**src/rtl/fetch_sequencer_if.sv**
```systemverilog
// Instruction-fetch bundle between fetch_sequencer (master) and its environment:
// redirect input, req/gnt/rvalid memory port and the decode handoff.
interface fetch_sequencer_if #(
    parameter int width_p = 32,
    parameter int cnt_w_p = 16
);
    // Decode handoff is strict valid/ready: an instruction transfers on a cycle
    // where instr_valid_o & instr_ready_i; while valid and not ready, instr_o and
    // instr_pc_o hold stable. Memory side: the address is taken at req & gnt and
    // exactly one rvalid follows, with at most one fetch outstanding.
    logic               redirect_i;
    logic [width_p-1:0] redirect_target_i;
    logic               imem_req_o;
    logic [width_p-1:0] imem_addr_o;
    logic               imem_gnt_i;
    logic               imem_rvalid_i;
    logic [width_p-1:0] imem_rdata_i;
    logic               instr_valid_o;
    logic               instr_ready_i;
    logic [width_p-1:0] instr_o;
    logic [width_p-1:0] instr_pc_o;
    logic [cnt_w_p-1:0] flush_cnt_o;

    modport master (
        input  redirect_i, redirect_target_i, imem_gnt_i, imem_rvalid_i,
               imem_rdata_i, instr_ready_i,
        output imem_req_o, imem_addr_o, instr_valid_o, instr_o, instr_pc_o,
               flush_cnt_o
    );

    modport slave (
        output redirect_i, redirect_target_i, imem_gnt_i, imem_rvalid_i,
               imem_rdata_i, instr_ready_i,
        input  imem_req_o, imem_addr_o, instr_valid_o, instr_o, instr_pc_o,
               flush_cnt_o
    );
endinterface

```
**src/rtl/fetch_sequencer.sv**
```systemverilog
// Fetch PC owner: single-outstanding instruction fetch with redirect handling
// (including in-flight redirects) and a one-entry hold buffer towards decode.
module fetch_sequencer #(
    parameter int                 width_p    = 32,
    parameter logic [width_p-1:0] reset_pc_p = '0,
    parameter int                 cnt_w_p    = 16
) (
    input  logic                clk_i,
    input  logic                rst_ni,
    fetch_sequencer_if.master   bus,
    output logic [2:0]          dbg_state_o
);

    typedef enum logic [2:0] {
        ST_IDLE  = 3'd0,
        ST_REQ   = 3'd1,
        ST_WAIT  = 3'd2,
        ST_DRAIN = 3'd3,
        ST_HOLD  = 3'd4
    } state_e;

    state_e             state_q, state_d;
    logic [width_p-1:0] fetch_pc_q, fetch_pc_d;
    logic [width_p-1:0] instr_q, instr_d;
    logic [width_p-1:0] instr_pc_q, instr_pc_d;
    logic [cnt_w_p-1:0] flush_cnt_q, flush_cnt_d;
    logic               flush_inc;
    logic [width_p-1:0] target;

    assign target = bus.redirect_target_i & ~width_p'(3);

    always_ff @(posedge clk_i or negedge rst_ni) begin
        if (!rst_ni) begin
            state_q     <= ST_IDLE;
            fetch_pc_q  <= reset_pc_p;
            instr_q     <= '0;
            instr_pc_q  <= '0;
            flush_cnt_q <= '0;
        end else begin
            state_q     <= state_d;
            fetch_pc_q  <= fetch_pc_d;
            instr_q     <= instr_d;
            instr_pc_q  <= instr_pc_d;
            flush_cnt_q <= flush_cnt_d;
        end
    end

    always_comb begin
        state_d     = state_q;
        fetch_pc_d  = fetch_pc_q;
        instr_d     = instr_q;
        instr_pc_d  = instr_pc_q;
        flush_inc   = 1'b0;
        flush_cnt_d = flush_cnt_q;
        unique case (state_q)
            ST_IDLE: state_d = ST_REQ;
            ST_REQ: begin
                if (bus.redirect_i) begin
                    fetch_pc_d = target;
                    if (bus.imem_gnt_i) begin
                        state_d   = ST_DRAIN;
                        flush_inc = 1'b1;
                    end
                end else if (bus.imem_gnt_i) begin
                    state_d = ST_WAIT;
                end
            end
            ST_WAIT: begin
                if (bus.redirect_i) begin
                    fetch_pc_d = target;
                    flush_inc  = 1'b1;
                    state_d    = bus.imem_rvalid_i ? ST_REQ : ST_DRAIN;
                end else if (bus.imem_rvalid_i) begin
                    state_d    = ST_HOLD;
                    instr_d    = bus.imem_rdata_i;
                    instr_pc_d = fetch_pc_q;
                    fetch_pc_d = fetch_pc_q + width_p'(4);
                end
            end
            ST_DRAIN: begin
                // The stale fetch was already counted; a redirect only retargets,
                // and the discarded response still ends the drain.
                if (bus.redirect_i) fetch_pc_d = target;
                if (bus.imem_rvalid_i) state_d = ST_REQ;
            end
            ST_HOLD: begin
                if (bus.redirect_i) begin
                    fetch_pc_d = target;
                    flush_inc  = 1'b1;
                    state_d    = ST_REQ;
                end else if (bus.instr_ready_i) begin
                    state_d = ST_REQ;
                end
            end
            default: state_d = ST_IDLE;
        endcase
        if (flush_inc && (flush_cnt_q != '1)) flush_cnt_d = flush_cnt_q + cnt_w_p'(1);
    end

    assign bus.imem_req_o    = (state_q == ST_REQ);
    assign bus.imem_addr_o   = fetch_pc_q;
    assign bus.instr_valid_o = (state_q == ST_HOLD);
    assign bus.instr_o       = instr_q;
    assign bus.instr_pc_o    = instr_pc_q;
    assign bus.flush_cnt_o   = flush_cnt_q;
    assign dbg_state_o       = state_q;

endmodule

```
**src/flat_wrapper.sv**
```systemverilog
// flat-port wrapper written by rule: the top's interface ports become plain ports
module fetch_sequencer_flat 
#(
    parameter int                 width_p    = 32,
    parameter logic [width_p-1:0] reset_pc_p = '0,
    parameter int                 cnt_w_p    = 16
)
  (clk_i, rst_ni, dbg_state_o, bus_redirect_i, bus_redirect_target_i, bus_imem_gnt_i, bus_imem_rvalid_i, bus_imem_rdata_i, bus_instr_ready_i, bus_imem_req_o, bus_imem_addr_o, bus_instr_valid_o, bus_instr_o, bus_instr_pc_o, bus_flush_cnt_o);
  fetch_sequencer_if #(.width_p(width_p), .cnt_w_p(cnt_w_p)) bus_i ();
  input  logic clk_i;
  input  logic rst_ni;
  output logic [2:0] dbg_state_o;
  input wire logic [$bits(bus_i.redirect_i)-1:0] bus_redirect_i;
  input wire logic [$bits(bus_i.redirect_target_i)-1:0] bus_redirect_target_i;
  input wire logic [$bits(bus_i.imem_gnt_i)-1:0] bus_imem_gnt_i;
  input wire logic [$bits(bus_i.imem_rvalid_i)-1:0] bus_imem_rvalid_i;
  input wire logic [$bits(bus_i.imem_rdata_i)-1:0] bus_imem_rdata_i;
  input wire logic [$bits(bus_i.instr_ready_i)-1:0] bus_instr_ready_i;
  output wire logic [$bits(bus_i.imem_req_o)-1:0] bus_imem_req_o;
  output wire logic [$bits(bus_i.imem_addr_o)-1:0] bus_imem_addr_o;
  output wire logic [$bits(bus_i.instr_valid_o)-1:0] bus_instr_valid_o;
  output wire logic [$bits(bus_i.instr_o)-1:0] bus_instr_o;
  output wire logic [$bits(bus_i.instr_pc_o)-1:0] bus_instr_pc_o;
  output wire logic [$bits(bus_i.flush_cnt_o)-1:0] bus_flush_cnt_o;
  assign bus_i.redirect_i = bus_redirect_i;
  assign bus_i.redirect_target_i = bus_redirect_target_i;
  assign bus_i.imem_gnt_i = bus_imem_gnt_i;
  assign bus_i.imem_rvalid_i = bus_imem_rvalid_i;
  assign bus_i.imem_rdata_i = bus_imem_rdata_i;
  assign bus_i.instr_ready_i = bus_instr_ready_i;
  assign bus_imem_req_o = bus_i.imem_req_o;
  assign bus_imem_addr_o = bus_i.imem_addr_o;
  assign bus_instr_valid_o = bus_i.instr_valid_o;
  assign bus_instr_o = bus_i.instr_o;
  assign bus_instr_pc_o = bus_i.instr_pc_o;
  assign bus_flush_cnt_o = bus_i.flush_cnt_o;
  fetch_sequencer #(.width_p(width_p), .reset_pc_p(reset_pc_p), .cnt_w_p(cnt_w_p)) u_core (.clk_i(clk_i), .rst_ni(rst_ni), .bus(bus_i), .dbg_state_o(dbg_state_o));
endmodule
```
**config.mk**
```make
export PLATFORM = sky130hd
export DESIGN_NAME = fetch_sequencer_flat
export DESIGN_NICKNAME = d
export VERILOG_FILES = /design/src/rtl/fetch_sequencer_if.sv /design/src/rtl/fetch_sequencer.sv /design/src/flat_wrapper.sv
export SDC_FILE = /design/constraint.sdc
export NUM_CORES = 1
export LEC_CHECK = 0
export ABC_AREA = 1
export CAP_MARGIN = 5
export CORE_UTILIZATION = 40
export CTS_BUF_LIST = sky130_fd_sc_hd__clkbuf_16
export DETAILED_ROUTE_END_ITERATION = 10
export GPL_ROUTABILITY_DRIVEN = 0
export PLACE_DENSITY = 0.71
export SYNTH_ARGS = -nofsm -noshare
export SYNTH_HDL_FRONTEND = slang
export SYNTH_SLANG_ARGS = --single-unit
```
**constraint.sdc**
```tcl
create_clock -name clk_i -period 2.02 [get_ports clk_i]
set_input_delay 0.202 -clock clk_i [delete_from_list [all_inputs] [get_ports clk_i]]
set_output_delay 0.202 -clock clk_i [all_outputs]
set_load 0.02 [all_outputs]
```
==> results of run 1 <==
==> critical path: cells and delay by family, from the launching register on <==
family,cells,cell delay (ps)
adders and majority gates,1,220
buffers and inverters,1,150
DFF,1,430
and+or+nand+nor,8,860
==> flip-flops by register name, indices dropped and copies added (netlist names) <==
name / flops
u_core.bus.flush_cnt_o: 16
u_core.bus.imem_addr_o: 30
u_core.bus.instr_o: 32
u_core.dbg_state_o: 3
u_core.bus.instr_pc_o: 30
==> cells in the final DEF, fill, tap and decap left out, types with 4 or more instances in the layout <==
cell type        count
xnor2_1              6
conb_1               4
nand2_2              4
nor2_1             103
xor2_1              12
mux2_2              13
mux2_4              19
buf_12               7
inv_1               57
o21ai_1              9
dfrtp_1            111
clkbuf_16            9
clkdlybuf4s50_1    177
nand4_1              4
nand2_1            260
o21ai_0             53
nand3_1             50
nor3_1               5
buf_4                8
==> per-layer routing <==
| layer | share of wire [%] | vias up | global-route usage [%] | routed length (um) |
|---|---|---|---|---|
| li1 | - | 2735 | - | - |
| met1 | 46 | 2541 | 30.4 | 7510 |
| met2 | 45 | 183 | 31.7 | 7310 |
| met3 | 6.3 | 19 | 3.16 | 1020 |
| met4 | 2.1 | 0 | 8.13 | 340 |
| met5 | 0 | - | 0 | 0 |
==> kinds of logic (layout without fill, tap and decap cells) <==
logic type / Yosys count / in the layout / share of synthesized area (%)
flops: 111 / 111 / 46.8
simple gates: 434 / 434 / 29.7
other cells: 1 / 4 / 0.0632
mux: 32 / 32 / 7.28
fa+ha+maj: 2 / 2 / 0.422
buf+inv: 87 / 271 / 7.24
compound gates: 67 / 67 / 5.76
xor+xnor: 18 / 18 / 2.66
==> stage by stage <==
stage               cells  total power, mW  cell area, um2  util [%]
CTS                  1123             11.9            8270      57.1
global route         1123             12.6            8280      57.2
detailed placement   1106             10.0            7970      55.0
global placement     1106             9.91            7970      55.0
floorplan             755             7.19            5940         -
finish               1123             11.8            8280      57.2
==> what timing repair did <==
item	4_1_cts	5_1_grt
cloned	0	0
setup endpoints to repair	1	1
setup buffers	0	0
hold buffers	1	0
hold endpoints to repair	26	0
gates resized for setup	1	1
pin swaps	0	0
==> layout make-up <==
class | instances | area (um2)
timing repair buffer | 195 | 2000
inverter | 60 | 228
tap | 184 | 230
fill | 1337 | 6200
clock inverter | 7 | 71.3
multi-input combinational | 557 | 2740
sequential | 111 | 2780
clock buffer | 9 | 225
==> worst max path at each step <==
stage,startpoint,endpoint,depth (start not counted)
after floorplan,u_core.dbg_state_o[0]$_DFFE_PN0P_,u_core.bus.flush_cnt_o[3]$_DFFE_PN0P_,10
after global placement,bus_redirect_i,u_core.bus.instr_o[13]$_DFFE_PN0P_,5
after detailed placement,bus_redirect_i,u_core.bus.imem_addr_o[21]$_DFFE_PN0P_,10
after CTS,u_core.dbg_state_o[1]$_DFFE_PN0P_,bus_imem_req_o,4
after global routing,u_core.bus.flush_cnt_o[0]$_DFFE_PN0P_,u_core.bus.flush_cnt_o[7]$_DFFE_PN0P_,8
final,u_core.bus.imem_addr_o[3]$_DFFE_PN0P_,u_core.bus.imem_addr_o[26]$_DFFE_PN0P_,10
==> power groups by stage <==
| stage | Combinational [mW] | Sequential [mW] | Clock, mW |
|---|---|---|---|
| finish | 5.92 | 4.04 | 1.81 |
| global route | 6.46 | 4.18 | 1.92 |
| CTS | 5.97 | 4.03 | 1.86 |
| detailed placement | 5.94 | 4.05 | 0 |
| global placement | 5.87 | 4.04 | 0 |
| floorplan | 2.19 | 5.00 | 0 |
==> results.md, run 1 <==
- Ant diodes: 0
- DR vias/cell: 4.88
- Initial core utilization: 41.0%
- Peak VDD IR: 0.788 mV
- Drt first pass iters: 6
- Pwr dens: 1420 nW/um2
- Fin nets: 1006
- Leak: 3.80 nW
- RR Endpoint: u_core.bus.imem_addr_o[26]$_DFFE_PN0P_
- Worst hold path class: input pin to async pin
- Root Buffer: clkbuf_16
- Crit Path Max Fanout: 5
- Total negative setup slack: 0 ps
- Flop pwr share: 34.3%
- FFs w/ async S/R, synth: 100%
- Clk Latency, worst-skew pair: 360 ps
- Switching fraction of total power: 41.7%
- Tmin final: 1760 ps
- Die height: 124 um
- Top-count cell post-synth: nand2_1
- R2R depth: 10
- DRT iter0 DRCs: 483
- Clock tree sinks: 111
- Area share of the largest cell type after synthesis: 46.8%
- Critical Path AT: 2020 ps
- CTS H-Tree Depth: 3
- Synth area leaders: dfrtp_1 47%, nand2_1 16%, nor2_1 6.5%, mux2_4 4.8%, o21ai_0 4.5%
- Post-synth top area cell: dfrtp_1
- GRT Util Overall: 21.1%
- Clock buffer count from CTS: 9
- Cells after Synth: 752
- Detailed Place HPWL: 12.2 mm
- Final Hold Fails: 0
- WL final: 16.2 mm
- Register area share after synthesis: 46.8%
- Max-slew violation count: 0
- Count of final setup violators: 0
- WL per Instance: 14.4 um
- Die Area: 15300 um2
- Largest net degree at the start of global routing: 44
- First-pass GRT wire length: 24.8 mm
- Post-Place Worst Slack: 188 ps
- Worst path slowest cell: dfrtp_1
- Most used DFF post-synth: dfrtp_1
- Row Count: 44
- Post-route ant nets: 0
- CP most frequent cell: nand2_1
- Core box area: 14500 um2
- CTS tree: built
- Antenna violations before repair: 0
- I/O Pins: 187
- Syn_area_per_cell: 7.88 um2
- Vias in the first global route: 4822
- Clock-pin slew on the worst setup and hold paths: 80 ps
- Logic pwr share: 50.3%
- Gr ovfl total: 0
- DR vias: 5478
- Clock power share: 15.4%
- Worst hold-check slack: 332 ps
- Status: finished, final reports clean
- Worst-path cell chain: ha_1 > nand2_1 > nor2_1 > nand2_1 > inv_1 > nand2_1 > nand2_1 > nand3_1 > nand2_1 > nand2_1
- Yosys reg bits: 111
- Final Skew: 10.8 ps
- Number of flops mapped to enable cells by yosys: 0
- Worst Path Required: 2280 ps
- RSZ-0062 raised after global routing: false
- # port buffers: 180
- Crit. End Element: flip-flop
- F_max: 0.569 GHz
- R2R setup slack: 260 ps
- Crit path launch type: flip-flop
- Layout cells sized above 1: 8.20%
- Die width: 124 um
- Syn Std Cell Area: 5930 um2
- P&R area growth vs syn: 39.6%
- Synth cell types: 30
- Final setup margin: 262 ps
- Setup CP Type: flip-flop to flip-flop
- Residual DRC: 0
- Internal power: 6.86 mW
- Tcrit/Tclk final: 87.0%
- Reg2reg start: u_core.bus.imem_addr_o[3]$_DFFE_PN0P_
- Crit-path max cell delay: 430 ps
- CTS max path bufs: 2
- Max cap viols: 0
- Yosys Warn Count: 0
- Switching Power: 4.91 mW
- Commonest cells in the netlist: 260 x nand2_1, 111 x dfrtp_1, 103 x nor2_1
Note: power is estimated with default switching activity, not from simulation.
==> inputs of run 2 (changes only) <==
SETUP_SLACK_MARGIN = 0.2   (was default)
==> results.md, run 2 (synthesis gave the netlist of run 1 again) <==
- Status: finished, final reports clean
- Layout Utilization: 57.3% (+0.087 points)
- Leading cell types in the layout, fill and taps excluded: 260 x nand2_1, 177 x clkdlybuf4s50_1, 110 x dfrtp_1
- Max-slew violation count: 0 (unchanged)
- Gr ovfl total: 0 (unchanged)
- Drt first pass iters: 5 (-1)
- Max cap viols: 0 (unchanged)
- Placed inst area: 7970 um2 (unchanged)
- Tcrit/Tclk final: 85.3% (-1.7 points)
- Clock power share: 15.3% (about the same)
- GRT Util Overall: 21.1% (unchanged)
- Clk Latency, worst-skew pair: 350 ps (about the same)
- Post-Place Worst Slack: 188 ps (unchanged)
- F_max: 0.580 GHz (+2.0%)
- Most common cell after layout, fill and taps aside: nand2_1
- Switching Power: 4.91 mW (about the same)
- Layout cells sized above 1: 8.73% (+0.53 points)
- Antenna violations before repair: 0 (unchanged)
- Largest net degree at the start of global routing: 44 (unchanged)
- CTS max path bufs: 2 (unchanged)
- Die height: 124 um (unchanged)
- DRT iter0 DRCs: 454 (-6.0%)
- DR vias: 5526 (+0.88%)
- Post-route ant nets: 0 (unchanged)
- Clock tree sinks: 111 (unchanged)
- Post-route cell area: 8290 um2 (+0.15%)
- Die width: 124 um (unchanged)
- Setup CP Type: flip-flop to output pin
- Crit Path Max Fanout: 5 (unchanged)
- Pwr dens: 1420 nW/um2 (-0.12%)
- Final Skew: 8.86 ps (-1.90 ps)
- CTS H-Tree Depth: 3 (unchanged)
- Final setup margin: 297 ps (+35.1 ps)
- Critical Path AT: 1520 ps (-500 ps)
- Clock-pin slew on the worst setup and hold paths: 70 ps (about the same)
- Leak: 3.79 nW (-0.30%)
- Crit. End Element: output pin
- Vias in the first global route: 4822 (unchanged)
- Clock buffer count from CTS: 9 (unchanged)
- CTS tree: built
- Final Hold Fails: 0 (unchanged)
- Total negative setup slack: 0 ps (unchanged)
- Initial core utilization: 41.0% (unchanged)
- Count of final setup violators: 0 (unchanged)
- Placed cells: 1106 (unchanged)
- DR vias/cell: 4.92 (+0.88%)
- WL final: 16.2 mm (about the same)
- Crit path launch type: flip-flop
- Row Count: 44 (unchanged)
- First-pass GRT wire length: 24.8 mm (unchanged)
- Internal power: 6.86 mW (about the same)
- P&R area growth vs syn: 39.8%
- Flop pwr share: 34.3% (about the same)
- Fin nets: 1006 (unchanged)
- Logic pwr share: 50.4% (about the same)
- Die Area: 15300 um2 (unchanged)
- Worst hold path class: input pin to async pin
- Ant diodes: 0 (unchanged)
- RSZ-0062 raised after global routing: true
- Finished Layout Cells: 1123 (unchanged)
- Switching fraction of total power: 41.7% (about the same)
- I/O Pins: 187 (unchanged)
- Peak VDD IR: 0.787 mV (-0.11%)
- Fillers: 1334 (-0.22%)
- Worst Path Required: 1820 ps (-460 ps)
- Root Buffer: clkbuf_16
- # port buffers: 180 (unchanged)
- Detailed Place HPWL: 12.2 mm (unchanged)
- WL per Instance: 14.4 um (about the same)
- Residual DRC: 0 (unchanged)
- Core box area: 14500 um2 (unchanged)
- Tmin final: 1720 ps (-35.1 ps)
- Number of flip-flops in the largest register: 32 (unchanged)
[run 2: cell types whose count changed in the layout (fill, tap and decap cells not counted)]
cell	before	now
nor2_1	103	100
nor2_2	1	4
dfrtp_1	111	110
dfrtp_2	0	1
dlygate4sd2_1	1	2
dlymetal6s2s_1	1	0
ha_1	2	1
ha_2	0	1
inv_4	1	0
inv_8	0	1
[run 2: critical path: stages (launching register included)]
cell,delay [ps]
dfrtp_1,450
inv_2,100
nand2_2,70
nor2_1,180
dlygate4sd2_1,370
[run 2: cell type report]
cell class | count | area, um2 | share of cell area [%]
sequential | 111 | 2780 | 33.5
multi-input combinational | 557 | 2750 | 33.2
timing repair buffer | 195 | 2000 | 24.1
inverter | 60 | 233 | 2.81
tap | 184 | 230 | 2.78
clock buffer | 9 | 225 | 2.72
clock inverter | 7 | 71.3 | 0.860
[run 2: stage by stage]
stage,power [mW],hold WS (ps)
floorplan,7.19,-93.6
detailed placement,10.0,160
CTS,11.9,319
global route,12.6,380
global placement,9.91,158
finish,11.8,332
[run 2: final timing paths]
check | depth (start not counted) | end | from | slack [ps]
hold / removal | 2 | u_core.bus.instr_o[10]$_DFFE_PN0P_ | rst_ni | 330
setup reg to reg | 7 | u_core.bus.flush_cnt_o[0]$_DFFE_PN0P_ | u_core.bus.flush_cnt_o[1]$_DFFE_PN0P_ | 310
setup / recovery | 4 | bus_instr_valid_o | u_core.dbg_state_o[1]$_DFFE_PN0P_ | 300
max in group asynchronous | 3 | u_core.bus.instr_o[2]$_DFFE_PN0P_ | rst_ni | 1010
min in group clk_i | 2 | u_core.bus.instr_o[10]$_DFFE_PN0P_ | bus_imem_rdata_i[10] | 460
hold reg to reg | 2 | u_core.bus.instr_pc_o[22]$_DFFE_PN0P_ | u_core.bus.instr_pc_o[22]$_DFFE_PN0P_ | 480
[run 2: power by group through the flow]
stage                     Combinational (mW)  Sequential, mW  Clock [mW]
after floorplan                         2.19            5.00           0
after global placement                  5.87            4.04           0
after detailed placement                5.94            4.05           0
after CTS                               5.96            4.03        1.86
after global routing                    6.47            4.18        1.92
final                                   5.93            4.04        1.81
[run 2: routing by layer]
metal  part of all wire, %  global-route usage [%]
met1                    45                    30.4
met2                    45                    31.7
met3                   7.9                    3.16
met4                   2.2                    8.13
met5                     0                       0
[run 2: timing repair]
item,in CTS,in global routing
hold buffers,1,0
pin swaps,0,0
setup endpoints to repair,2,24
resized for setup,2,7
endpoints found under the hold margin,26,0
setup buffers,0,0
